File: config.mk
export PLATFORM = sky130hd
export DESIGN_NAME = decode_stage_flat
export DESIGN_NICKNAME = d
export VERILOG_FILES = /design/src/rtl/decode_stage_if.sv /design/src/rtl/decode_stage.sv /design/src/flat_wrapper.sv
export SDC_FILE = /design/constraint.sdc
export NUM_CORES = 1
export LEC_CHECK = 0
export BUFFER_PORTS_ARGS = -buffer_cell sky130_fd_sc_hd__buf_2
export CAP_MARGIN = 20
export CORE_ASPECT_RATIO = 1.1
export CORE_MARGIN = 5
export CORE_UTILIZATION = 45
export DETAILED_ROUTE_END_ITERATION = 7
export GPL_TIMING_DRIVEN = 0
export PLACE_DENSITY = 0.83
export SLEW_MARGIN = 0
export SYNTH_ARGS = -nofsm -noshare
export SYNTH_HDL_FRONTEND = slang
export SYNTH_SLANG_ARGS = --single-unit
File: constraint.sdc
create_clock -name clk_i -period 5.7 [get_ports clk_i]
set_input_delay 0.855 -clock clk_i [delete_from_list [all_inputs] [get_ports clk_i]]
set_output_delay 0.855 -clock clk_i [all_outputs]
set_load 0.01 [all_outputs]
File: src/rtl/decode_stage_if.sv
// Bundle of fetch, RegFile, write-back and ID/EX signals around the decode stage.
// slave  : the decode stage itself.
// master : the surrounding pipeline (fetch, RegFile, write-back, execute).
interface decode_stage_if;
    logic        inst_valid_i;
    logic [31:0] inst_i;
    logic [31:0] pc_i;
    logic        inst_ready_o;
    logic [4:0]  rsR1_o;
    logic [4:0]  rsR2_o;
    logic [31:0] dataR1_i;
    logic [31:0] dataR2_i;
    logic        wbWEn_i;
    logic [4:0]  wbRd_i;
    logic [31:0] wbData_i;
    logic        flush_i;
    logic        ex_ready_i;
    logic        ex_valid_o;
    logic [31:0] ex_pc_o;
    logic [31:0] ex_imm_o;
    logic [31:0] ex_rs1Data_o;
    logic [31:0] ex_rs2Data_o;
    logic [4:0]  ex_rd_o;
    logic [4:0]  ex_rs1_o;
    logic [4:0]  ex_rs2_o;
    logic [3:0]  ex_opClass_o;
    logic [2:0]  ex_funct3_o;
    logic        ex_funct7b5_o;
    logic        ex_regWEn_o;

    modport slave (
        input  inst_valid_i, inst_i, pc_i, dataR1_i, dataR2_i,
               wbWEn_i, wbRd_i, wbData_i, flush_i, ex_ready_i,
        output inst_ready_o, rsR1_o, rsR2_o, ex_valid_o, ex_pc_o, ex_imm_o,
               ex_rs1Data_o, ex_rs2Data_o, ex_rd_o, ex_rs1_o, ex_rs2_o,
               ex_opClass_o, ex_funct3_o, ex_funct7b5_o, ex_regWEn_o
    );

    modport master (
        output inst_valid_i, inst_i, pc_i, dataR1_i, dataR2_i,
               wbWEn_i, wbRd_i, wbData_i, flush_i, ex_ready_i,
        input  inst_ready_o, rsR1_o, rsR2_o, ex_valid_o, ex_pc_o, ex_imm_o,
               ex_rs1Data_o, ex_rs2Data_o, ex_rd_o, ex_rs1_o, ex_rs2_o,
               ex_opClass_o, ex_funct3_o, ex_funct7b5_o, ex_regWEn_o
    );
endinterface

File: src/rtl/decode_stage.sv
// RV32I decode stage: opcode/immediate/register decode, write-back bypass,
// load-use hazard detection and the ID/EX pipeline register.
module decode_stage #(
    parameter int XLEN = 32
) (
    input  logic          clk_i,
    input  logic          rst_i,
    decode_stage_if.slave bus
);
    logic [XLEN-1:0] inst;
    logic [3:0]      dec_class;
    logic [XLEN-1:0] dec_imm;
    logic            dec_use_rs1;
    logic            dec_use_rs2;
    logic            dec_wen;
    logic [4:0]      dec_rd;
    logic [4:0]      dec_rs1;
    logic [4:0]      dec_rs2;
    logic [XLEN-1:0] imm_i, imm_s, imm_b, imm_u, imm_j;
    logic            hazard;
    logic            inst_ready;
    logic            accept;

    logic            ex_valid_reg;
    logic [XLEN-1:0] ex_pc_reg;
    logic [XLEN-1:0] ex_imm_reg;
    logic [4:0]      ex_rd_reg;
    logic [4:0]      ex_rs1_reg;
    logic [4:0]      ex_rs2_reg;
    logic [3:0]      ex_op_class_reg;
    logic [2:0]      ex_funct3_reg;
    logic            ex_funct7b5_reg;
    logic            ex_reg_wen_reg;

    // Per-operand views so both bypass paths share one description.
    logic [4:0]      rs_addr [2];
    logic [XLEN-1:0] rf_data [2];
    logic [4:0]      held_rs [2];
    logic [XLEN-1:0] ex_rs_data_reg [2];

    assign inst        = bus.inst_i;
    assign bus.rsR1_o  = inst[19:15];
    assign bus.rsR2_o  = inst[24:20];

    assign imm_i = {{20{inst[31]}}, inst[31:20]};
    assign imm_s = {{20{inst[31]}}, inst[31:25], inst[11:7]};
    assign imm_b = {{19{inst[31]}}, inst[31], inst[7], inst[30:25], inst[11:8], 1'b0};
    assign imm_u = {inst[31:12], 12'b0};
    assign imm_j = {{11{inst[31]}}, inst[31], inst[19:12], inst[20], inst[30:21], 1'b0};

    // Opcode class, immediate selection and operand/destination usage.
    always_comb begin
        dec_class = 4'd15;
        case (inst[6:0])
            7'b0001111: dec_class = 4'd0;
            7'b0110111: dec_class = 4'd1;
            7'b0010111: dec_class = 4'd2;
            7'b1101111: dec_class = 4'd3;
            7'b1100111: dec_class = 4'd4;
            7'b1100011: dec_class = 4'd5;
            7'b0000011: dec_class = 4'd6;
            7'b0100011: dec_class = 4'd7;
            7'b0010011: dec_class = 4'd8;
            7'b0110011: dec_class = 4'd9;
            7'b1110011: dec_class = 4'd10;
            default:    dec_class = 4'd15;
        endcase

        dec_imm     = '0;
        dec_use_rs1 = 1'b0;
        dec_use_rs2 = 1'b0;
        dec_wen     = 1'b0;
        case (dec_class)
            4'd1, 4'd2: begin dec_imm = imm_u; dec_wen = 1'b1; end
            4'd3:       begin dec_imm = imm_j; dec_wen = 1'b1; end
            4'd4:       begin dec_imm = imm_i; dec_wen = 1'b1; dec_use_rs1 = 1'b1; end
            4'd5:       begin dec_imm = imm_b; dec_use_rs1 = 1'b1; dec_use_rs2 = 1'b1; end
            4'd6:       begin dec_imm = imm_i; dec_wen = 1'b1; dec_use_rs1 = 1'b1; end
            4'd7:       begin dec_imm = imm_s; dec_use_rs1 = 1'b1; dec_use_rs2 = 1'b1; end
            4'd8:       begin dec_imm = imm_i; dec_wen = 1'b1; dec_use_rs1 = 1'b1; end
            4'd9:       begin dec_wen = 1'b1; dec_use_rs1 = 1'b1; dec_use_rs2 = 1'b1; end
            4'd10:      begin dec_imm = imm_i; end
            default:    begin dec_imm = '0; end
        endcase

        // x0 as destination is never written, so it is reported as no write.
        if (inst[11:7] == 5'd0) begin
            dec_wen = 1'b0;
        end
        dec_rd  = dec_wen     ? inst[11:7]  : 5'd0;
        dec_rs1 = dec_use_rs1 ? inst[19:15] : 5'd0;
        dec_rs2 = dec_use_rs2 ? inst[24:20] : 5'd0;
    end

    // A held load whose rd feeds a used source of the incoming instruction
    // must be separated from it by one bubble. ex_rd_reg is already 0 when
    // the held instruction does not write, and unused sources are 0.
    assign hazard = ex_valid_reg && (ex_op_class_reg == 4'd6) && (ex_rd_reg != 5'd0) &&
                    ((dec_rs1 == ex_rd_reg) || (dec_rs2 == ex_rd_reg));

    assign inst_ready = !rst_i && (bus.flush_i ||
                        ((!ex_valid_reg || bus.ex_ready_i) && !hazard));
    assign accept     = bus.inst_valid_i && inst_ready;
    assign bus.inst_ready_o = inst_ready;

    assign rs_addr[0] = inst[19:15];
    assign rs_addr[1] = inst[24:20];
    assign rf_data[0] = bus.dataR1_i;
    assign rf_data[1] = bus.dataR2_i;
    assign held_rs[0] = ex_rs1_reg;
    assign held_rs[1] = ex_rs2_reg;

    generate
        for (genvar gi = 0; gi < 2; gi++) begin : g_operand
            logic            cap_hit;
            logic            held_hit;
            logic [XLEN-1:0] cap_data;

            assign cap_hit  = bus.wbWEn_i && (bus.wbRd_i != 5'd0) && (bus.wbRd_i == rs_addr[gi]);
            assign held_hit = bus.wbWEn_i && (bus.wbRd_i != 5'd0) && (bus.wbRd_i == held_rs[gi]);
            assign cap_data = cap_hit ? bus.wbData_i : rf_data[gi];

            // Operand data: capture with bypass on accept, refresh while stalled.
            always_ff @(posedge clk_i or posedge rst_i) begin
                if (rst_i) begin
                    ex_rs_data_reg[gi] <= '0;
                end else if (bus.flush_i) begin
                    ex_rs_data_reg[gi] <= ex_rs_data_reg[gi];
                end else if (accept) begin
                    ex_rs_data_reg[gi] <= cap_data;
                end else if (ex_valid_reg && !bus.ex_ready_i && held_hit) begin
                    ex_rs_data_reg[gi] <= bus.wbData_i;
                end
            end
        end
    endgenerate

    // ID/EX control and decoded fields: reset > flush > accept > bubble > hold.
    always_ff @(posedge clk_i or posedge rst_i) begin
        if (rst_i) begin
            ex_valid_reg    <= 1'b0;
            ex_pc_reg       <= '0;
            ex_imm_reg      <= '0;
            ex_rd_reg       <= '0;
            ex_rs1_reg      <= '0;
            ex_rs2_reg      <= '0;
            ex_op_class_reg <= '0;
            ex_funct3_reg   <= '0;
            ex_funct7b5_reg <= 1'b0;
            ex_reg_wen_reg  <= 1'b0;
        end else if (bus.flush_i) begin
            ex_valid_reg <= 1'b0;
        end else if (accept) begin
            ex_valid_reg    <= 1'b1;
            ex_pc_reg       <= bus.pc_i;
            ex_imm_reg      <= dec_imm;
            ex_rd_reg       <= dec_rd;
            ex_rs1_reg      <= dec_rs1;
            ex_rs2_reg      <= dec_rs2;
            ex_op_class_reg <= dec_class;
            ex_funct3_reg   <= inst[14:12];
            ex_funct7b5_reg <= inst[30];
            ex_reg_wen_reg  <= dec_wen;
        end else if (bus.ex_ready_i) begin
            ex_valid_reg <= 1'b0;
        end
    end

    assign bus.ex_valid_o    = ex_valid_reg;
    assign bus.ex_pc_o       = ex_pc_reg;
    assign bus.ex_imm_o      = ex_imm_reg;
    assign bus.ex_rs1Data_o  = ex_rs_data_reg[0];
    assign bus.ex_rs2Data_o  = ex_rs_data_reg[1];
    assign bus.ex_rd_o       = ex_rd_reg;
    assign bus.ex_rs1_o      = ex_rs1_reg;
    assign bus.ex_rs2_o      = ex_rs2_reg;
    assign bus.ex_opClass_o  = ex_op_class_reg;
    assign bus.ex_funct3_o   = ex_funct3_reg;
    assign bus.ex_funct7b5_o = ex_funct7b5_reg;
    assign bus.ex_regWEn_o   = ex_reg_wen_reg;
endmodule

File: src/flat_wrapper.sv
// flat-port wrapper written by rule: the top's interface ports become plain ports
module decode_stage_flat 
#(
    parameter int XLEN = 32
)
  (clk_i, rst_i, bus_inst_valid_i, bus_inst_i, bus_pc_i, bus_dataR1_i, bus_dataR2_i, bus_wbWEn_i, bus_wbRd_i, bus_wbData_i, bus_flush_i, bus_ex_ready_i, bus_inst_ready_o, bus_rsR1_o, bus_rsR2_o, bus_ex_valid_o, bus_ex_pc_o, bus_ex_imm_o, bus_ex_rs1Data_o, bus_ex_rs2Data_o, bus_ex_rd_o, bus_ex_rs1_o, bus_ex_rs2_o, bus_ex_opClass_o, bus_ex_funct3_o, bus_ex_funct7b5_o, bus_ex_regWEn_o);
  decode_stage_if bus_i ();
  input  logic clk_i;
  input  logic rst_i;
  input wire logic [$bits(bus_i.inst_valid_i)-1:0] bus_inst_valid_i;
  input wire logic [$bits(bus_i.inst_i)-1:0] bus_inst_i;
  input wire logic [$bits(bus_i.pc_i)-1:0] bus_pc_i;
  input wire logic [$bits(bus_i.dataR1_i)-1:0] bus_dataR1_i;
  input wire logic [$bits(bus_i.dataR2_i)-1:0] bus_dataR2_i;
  input wire logic [$bits(bus_i.wbWEn_i)-1:0] bus_wbWEn_i;
  input wire logic [$bits(bus_i.wbRd_i)-1:0] bus_wbRd_i;
  input wire logic [$bits(bus_i.wbData_i)-1:0] bus_wbData_i;
  input wire logic [$bits(bus_i.flush_i)-1:0] bus_flush_i;
  input wire logic [$bits(bus_i.ex_ready_i)-1:0] bus_ex_ready_i;
  output wire logic [$bits(bus_i.inst_ready_o)-1:0] bus_inst_ready_o;
  output wire logic [$bits(bus_i.rsR1_o)-1:0] bus_rsR1_o;
  output wire logic [$bits(bus_i.rsR2_o)-1:0] bus_rsR2_o;
  output wire logic [$bits(bus_i.ex_valid_o)-1:0] bus_ex_valid_o;
  output wire logic [$bits(bus_i.ex_pc_o)-1:0] bus_ex_pc_o;
  output wire logic [$bits(bus_i.ex_imm_o)-1:0] bus_ex_imm_o;
  output wire logic [$bits(bus_i.ex_rs1Data_o)-1:0] bus_ex_rs1Data_o;
  output wire logic [$bits(bus_i.ex_rs2Data_o)-1:0] bus_ex_rs2Data_o;
  output wire logic [$bits(bus_i.ex_rd_o)-1:0] bus_ex_rd_o;
  output wire logic [$bits(bus_i.ex_rs1_o)-1:0] bus_ex_rs1_o;
  output wire logic [$bits(bus_i.ex_rs2_o)-1:0] bus_ex_rs2_o;
  output wire logic [$bits(bus_i.ex_opClass_o)-1:0] bus_ex_opClass_o;
  output wire logic [$bits(bus_i.ex_funct3_o)-1:0] bus_ex_funct3_o;
  output wire logic [$bits(bus_i.ex_funct7b5_o)-1:0] bus_ex_funct7b5_o;
  output wire logic [$bits(bus_i.ex_regWEn_o)-1:0] bus_ex_regWEn_o;
  assign bus_i.inst_valid_i = bus_inst_valid_i;
  assign bus_i.inst_i = bus_inst_i;
  assign bus_i.pc_i = bus_pc_i;
  assign bus_i.dataR1_i = bus_dataR1_i;
  assign bus_i.dataR2_i = bus_dataR2_i;
  assign bus_i.wbWEn_i = bus_wbWEn_i;
  assign bus_i.wbRd_i = bus_wbRd_i;
  assign bus_i.wbData_i = bus_wbData_i;
  assign bus_i.flush_i = bus_flush_i;
  assign bus_i.ex_ready_i = bus_ex_ready_i;
  assign bus_inst_ready_o = bus_i.inst_ready_o;
  assign bus_rsR1_o = bus_i.rsR1_o;
  assign bus_rsR2_o = bus_i.rsR2_o;
  assign bus_ex_valid_o = bus_i.ex_valid_o;
  assign bus_ex_pc_o = bus_i.ex_pc_o;
  assign bus_ex_imm_o = bus_i.ex_imm_o;
  assign bus_ex_rs1Data_o = bus_i.ex_rs1Data_o;
  assign bus_ex_rs2Data_o = bus_i.ex_rs2Data_o;
  assign bus_ex_rd_o = bus_i.ex_rd_o;
  assign bus_ex_rs1_o = bus_i.ex_rs1_o;
  assign bus_ex_rs2_o = bus_i.ex_rs2_o;
  assign bus_ex_opClass_o = bus_i.ex_opClass_o;
  assign bus_ex_funct3_o = bus_i.ex_funct3_o;
  assign bus_ex_funct7b5_o = bus_i.ex_funct7b5_o;
  assign bus_ex_regWEn_o = bus_i.ex_regWEn_o;
  decode_stage #(.XLEN(XLEN)) u_core (.clk_i(clk_i), .rst_i(rst_i), .bus(bus_i));
endmodule
Yosys cells after proc, flatten, opt, wreduce, memory -nomap -nowiden --
Index checks and enable logic that the tools add are counted.
Operators by class: add/subtract/negate cells 0, $mul 0, divide/modulo/power cells 0, $lt $le $gt $ge 0, equality and inequality tests 28, shift-type cells 0, muxes and demuxes 18, bitwise operators 1, reductions and logical operators 35
Operator list (number):
- 32-bit 2-to-1 mux | 6
- 32-bit case mux with 5 select lines | 1
- 4-bit case mux with 11 select lines | 1
- 5-bit == test | 6
- 7-bit == test (second input constant) | 4
- 7-bit by 6-bit == test with 1-bit output (second input constant) | 3
- 4-bit by 3-bit == test with 1-bit output (second input constant) | 5
- 5-bit 2-to-1 mux | 3
- 7-bit by 5-bit == test with 1-bit output (second input constant) | 2
- 1-bit logical AND | 14
- 4-bit == test (second input constant) | 3
- 5-bit nonzero test | 2
- 4-bit by 2-bit == test with 1-bit output (second input constant) | 2
- 7-bit by 2-bit == test with 1-bit output (second input constant) | 1
- 7-bit by 4-bit == test with 1-bit output (second input constant) | 1
- 1-bit 2-to-1 mux | 7
- 7-bit OR reduction | 1
- 2-bit AND reduction | 3
- 6-bit OR reduction | 1
- 5-bit zero test | 1
- 4-bit by 1-bit == test with 1-bit output (second input constant) | 1
- 1-bit zero test | 4
- 2-bit nonzero test | 2
- 4-bit OR reduction | 1
- 5 further kinds | 7
Word-level totals: register bits after elaboration 153, bits in latches 0, bits in writable memories 0, ROM bits 0, input port bits 171, output and inout port bits 164, word-level logic and storage cells 94, memories 0

Longest topological paths before layout --
depth after elaboration 16, mapped depth 11, gate-level depth less buffers 7

Least setup slack after synthesis --
Ideal clock, no wire load.
path type input -> output, start point in bus_inst_i[6], end point out bus_inst_ready_o, arrival 2179 ps, required time 4845 ps, setup slack 2666 ps, stages on the path 7, cell sequence buf_2 -> and3b_4 -> o21a_4 -> and4_4 -> o211ai_4 -> nand2_1 -> nor3_1
Between the ends: longest elaborated chain between the ends 13
Ends and longest elaborated chain:
- from (decl) | RTL line flat_wrapper.sv:11 | input wire logic [$bits(bus_i.inst_i)-1:0] bus_inst_i;
- 7-bit == test, or another cell as far along | RTL line decode_stage.sv:54 | case (inst[6:0])
- 4-bit case mux with 11 select lines * | RTL line decode_stage.sv:54
- 4-bit by 3-bit == test with 1-bit output / 4-bit == test (equally long branches) | RTL line decode_stage.sv:73 | case (dec_class)
- 6-bit OR reduction (no source line) / 3-bit OR reduction (equally long branches)
- 1-bit 2-to-1 mux | RTL line decode_stage.sv:73
- 5-bit 2-to-1 mux (on tied branches) | RTL line decode_stage.sv:91, decode_stage.sv:92
- 5-bit == test | RTL line decode_stage.sv:99 | ((dec_rs1 == ex_rd_reg) || (dec_rs2 == ex_rd_reg));
- 1-bit logical OR * | RTL line decode_stage.sv:99
- 1-bit logical AND * | RTL line decode_stage.sv:98 | assign hazard = ex_valid_reg && (ex_op_class_reg == 4'd6) && (ex_rd_reg != 5'd0) &&
- 1-bit zero test * | RTL line decode_stage.sv:102 | ((!ex_valid_reg || bus.ex_ready_i) && !hazard));
- 1-bit logical AND * | RTL line decode_stage.sv:102
- 1-bit logical OR * | RTL line decode_stage.sv:101 | assign inst_ready = !rst_i && (bus.flush_i ||
- 1-bit logical AND * | RTL line decode_stage.sv:101
- to (decl) | RTL line flat_wrapper.sv:20 | output wire logic [$bits(bus_i.inst_ready_o)-1:0] bus_inst_ready_o;
Every way passes the cells marked *; elsewhere a longest branch is shown, timed or not.

Final worst setup path --
start point in bus_inst_i[5], end point out bus_inst_ready_o
The elaborated chain is that of the path after synthesis.

==> key figures <==
Global routing
  • GRT overflow: 0
  • GRT Util Overall: 0.249
  • Initial antenna violation count: 4
  • Vias in the first global route: 7132
  • Largest net degree at the start of global routing: 79
  • Global-route wire length before repair: 38900 um

Critical path
  • Worst setup EP type: output port
  • CP max stage delay: 0.36 ns
  • CP max FO: 10
  • Most frequent CP cell: buf_2
  • Worst path arrival time: 2.54 ns
  • CP Cell Sequence: buf_2 > buf_2 > a21boi_1 > nand3_1 > a221oi_2 > nand3_2 > nand2_1 > nor3_1 > buf_2
  • Critical-path top delay cell: a21boi_1
  • Critical Path RT: 4.85 ns
  • Crit path kind: in2out
  • Critical Path Source Type: input port

Place
  • Dpl cell area: 9820 sq um
  • Port Buffer Count: 325
  • Routability congestion estimate: 0.915
  • Pre-CTS setup slack: 2.17 ns
  • DP HPWL: 20100 um
  • Post-Place Cells: 1227

Floorplan
  • Core area: 17100 sq um
  • Die Footprint: 20200 sq um
  • Std-Cell Rows: 50
  • Overall die width: 136 um
  • Top Ports: 335
  • Initial Utilization: 0.461
  • Die Span Y: 149 um

Logic synthesis
  • Post-Synthesis Cells: 667
  • Leading post-synthesis cells by cell area: dfrtp_1 49%, mux2_2 14%, mux2_1 5.4%, mux2_4 5.2%, nand2_1 3.7%
  • Seq/Total Area, Yosys: 0.487
  • Avg Inst Size Synth: 11.8 sq um
  • Ys flop type: dfrtp_1
  • Yosys cell types: 57
  • Most common cell in the netlist: dfrtp_1
  • Post-synth EDFFs: 0
  • Mapped Nets: 838
  • Synth warn: 0
  • Post-synth top area cell: dfrtp_1
  • Synth Register Bits: 153
  • Netlist Area Pre-Place: 7870 sq um
  • Post-synth top area share: 0.487
  • Commonest cells post-synth: 153 x dfrtp_1, 101 x mux2_2, 77 x nand2_1
  • Fraction of registers with async set/reset: 1.00

Run
  • Max Cap Violations: 0

Clock network
  • Hold Buf Count CTS: 0
  • Worst-Skew Late Latency: 0.42 ns
  • Htree depth: 4
  • Clock Pin Slew Worst Setup and Hold Paths: 0.07 ns
  • Clock Path Buffers: 2
  • Postcts setup bufs: 0
  • TritonCTS clock tree: yes
  • TritonCTS Sinks: 153
  • PostCTS Resize Cnt: 0
  • TritonCTS Buffers: 17
  • Root buffer cell: clkbuf_16

Finish
  • Final Non-Filler Cells: 1262
  • Layout cells sized above 1: 0.532
  • Layout Cell Area excl Fill: 10400 sq um
  • Final #Nets: 1183
  • Synthesis-to-finish area growth: 32.7%

STA
  • Slew HR: 0.303
  • Max Clock Skew: 0.0101 ns
  • Fin crit share: 0.595
  • RSZ-0062 raised after global routing: no
  • Final count of pins violating max slew: 0
  • F_max: 295 MHz
  • Setup violators final: 0
  • Fin crit period: 3.39 ns
  • Fin. Hold Viols: 0
  • PnR worst setup slack: 2.31 ns
  • Tightest Pin Transition: 1.04 ns

Detailed routing
  • Drt wl/cell: 20.3 um
  • Vias: 6665
  • Vias per std cell: 5.28
  • ANT nets after route: 0
  • Routed Wire Length: 25600 um
  • # DRC: 0
  • First-pass DRT Iterations: 4
  • Initial DRC Count: 277

Power
  • Power, Total: 3.23 mW
  • Pwr Density: 309 nW/um^2
  • Leak: 5.13 nW
  • Peak supply drop: 0.000186 V

Run status
  • Outcome: complete, no violations

Worst hold path
  • Worst hold path type: reg2reg
==> layout make-up <==
class,count,area [sq um]
Antenna cell,3,7.51
Buffer,56,360
Clock buffer,17,425
Clock inverter,15,191
Fill cell,1423,6640
Inverter,8,35.0
Multi-Input combinational cell,450,3650
Sequential cell,153,3830
Tap cell,234,293
Timing Repair Buffer,326,1650
==> where the power goes <==
group / switching [mW] / internal, mW / total, mW / leakage, nW
Combinational: 0.361 / 0.372 / 0.732 / 2.92
Clock: 0.553 / 0.603 / 1.16 / 0.299
Sequential: 0.0906 / 1.25 / 1.34 / 1.91
==> critical path: cells and delay by family <==
kind                   cells  cell delay, ns
buffers and inverters      3            0.45
AOI/OAI and AO/OA          2            0.63
and+or+nand+nor            4            0.61
==> sequential cells by signal (all words and copies together), names as in the netlist, 3 cells and up <==
register and cells:
u_core.bus.ex_pc_o 32, u_core.bus.ex_rs1Data_o 32, u_core.bus.ex_imm_o 32, u_core.bus.ex_opClass_o 4
u_core.bus.ex_rs2_o 5, u_core.bus.ex_rd_o 5, u_core.bus.ex_rs2Data_o 32, u_core.bus.ex_rs1_o 5
u_core.bus.ex_funct3_o 3
==> routing by layer <==
metal  part of all wire  vias up  GRT usage
met5                  0        -          0
met4              0.025        0     0.0922
met3              0.084       39     0.0741
met2               0.52      299      0.448
met1               0.37     3270      0.277
li1                   -     3057          -
==> final timing paths <==
path                       depth (start not counted)  slack, ns                                from                                      end
setup / recovery                                   9       2.31                       bus_inst_i[5]                         bus_inst_ready_o
hold reg to reg                                    2       0.48  u_core.bus.ex_imm_o[0]$_DFFE_PP0P_       u_core.bus.ex_imm_o[0]$_DFFE_PP0P_
setup reg to reg                                   9       2.84   u_core.bus.ex_rd_o[4]$_DFFE_PP0P_   u_core.bus.ex_rs1Data_o[4]$_DFFE_PP0P_
max in group asynchronous                          3       4.32                               rst_i        u_core.bus.ex_pc_o[6]$_DFFE_PP0P_
min in group asynchronous                          2       0.55                               rst_i  u_core.bus.ex_rs2Data_o[28]$_DFFE_PP0P_
hold / removal                                     2       0.48  u_core.bus.ex_imm_o[0]$_DFFE_PP0P_       u_core.bus.ex_imm_o[0]$_DFFE_PP0P_
==> through the flow <==
| stage | TNS [ns] | hold WS, ns | util |
|---|---|---|---|
| detailed placement | 0 | 0.468 | 0.575 |
| global placement | -165.22 | 0.457 | 0.573 |
| finish | 0 | 0.483 | 0.612 |
| CTS | 0 | 0.485 | 0.611 |
| global route | 0 | 0.505 | 0.612 |
| floorplan | 0 | 0.511 | - |
==> cells by family (layout without fill, tap and decap cells) <==
logic type             count (synthesis)  in the layout  synth area share
multiplexers                         166            166             0.250
flip-flops                           153            153             0.487
AND/OR/NAND/NOR                      133            133            0.0856
AO/OA/AOI/OAI                        128            128             0.102
buffers and inverters                 64            422            0.0496
XOR/XNOR                              23             23            0.0256
other                                  0              3                 0
==> placed cells by master (no fill, tap or decap), drive strengths merged, types with 2 or more instances in the layout <==
cell type and count:
o211ai 5, nand2b 4, nand3 7, mux2 166, o21ai 57, a21o 3
a21oi 34, inv 17, diode 3, nand2 77, clkinv 6, nor2 11
o22ai 3, a22o 2, nor3 7, buf 369, or4 3, nor3b 2
and2 3, xnor2 10, nand3b 2, nand4 4, a22oi 9, a221oi 2
and3b 2, or2 3, o41a 2, xor2 13, nor2b 3, dfrtp 153
a221o 2, clkbuf 30, o21a 2
Note: power is estimated with default switching activity, not from simulation.
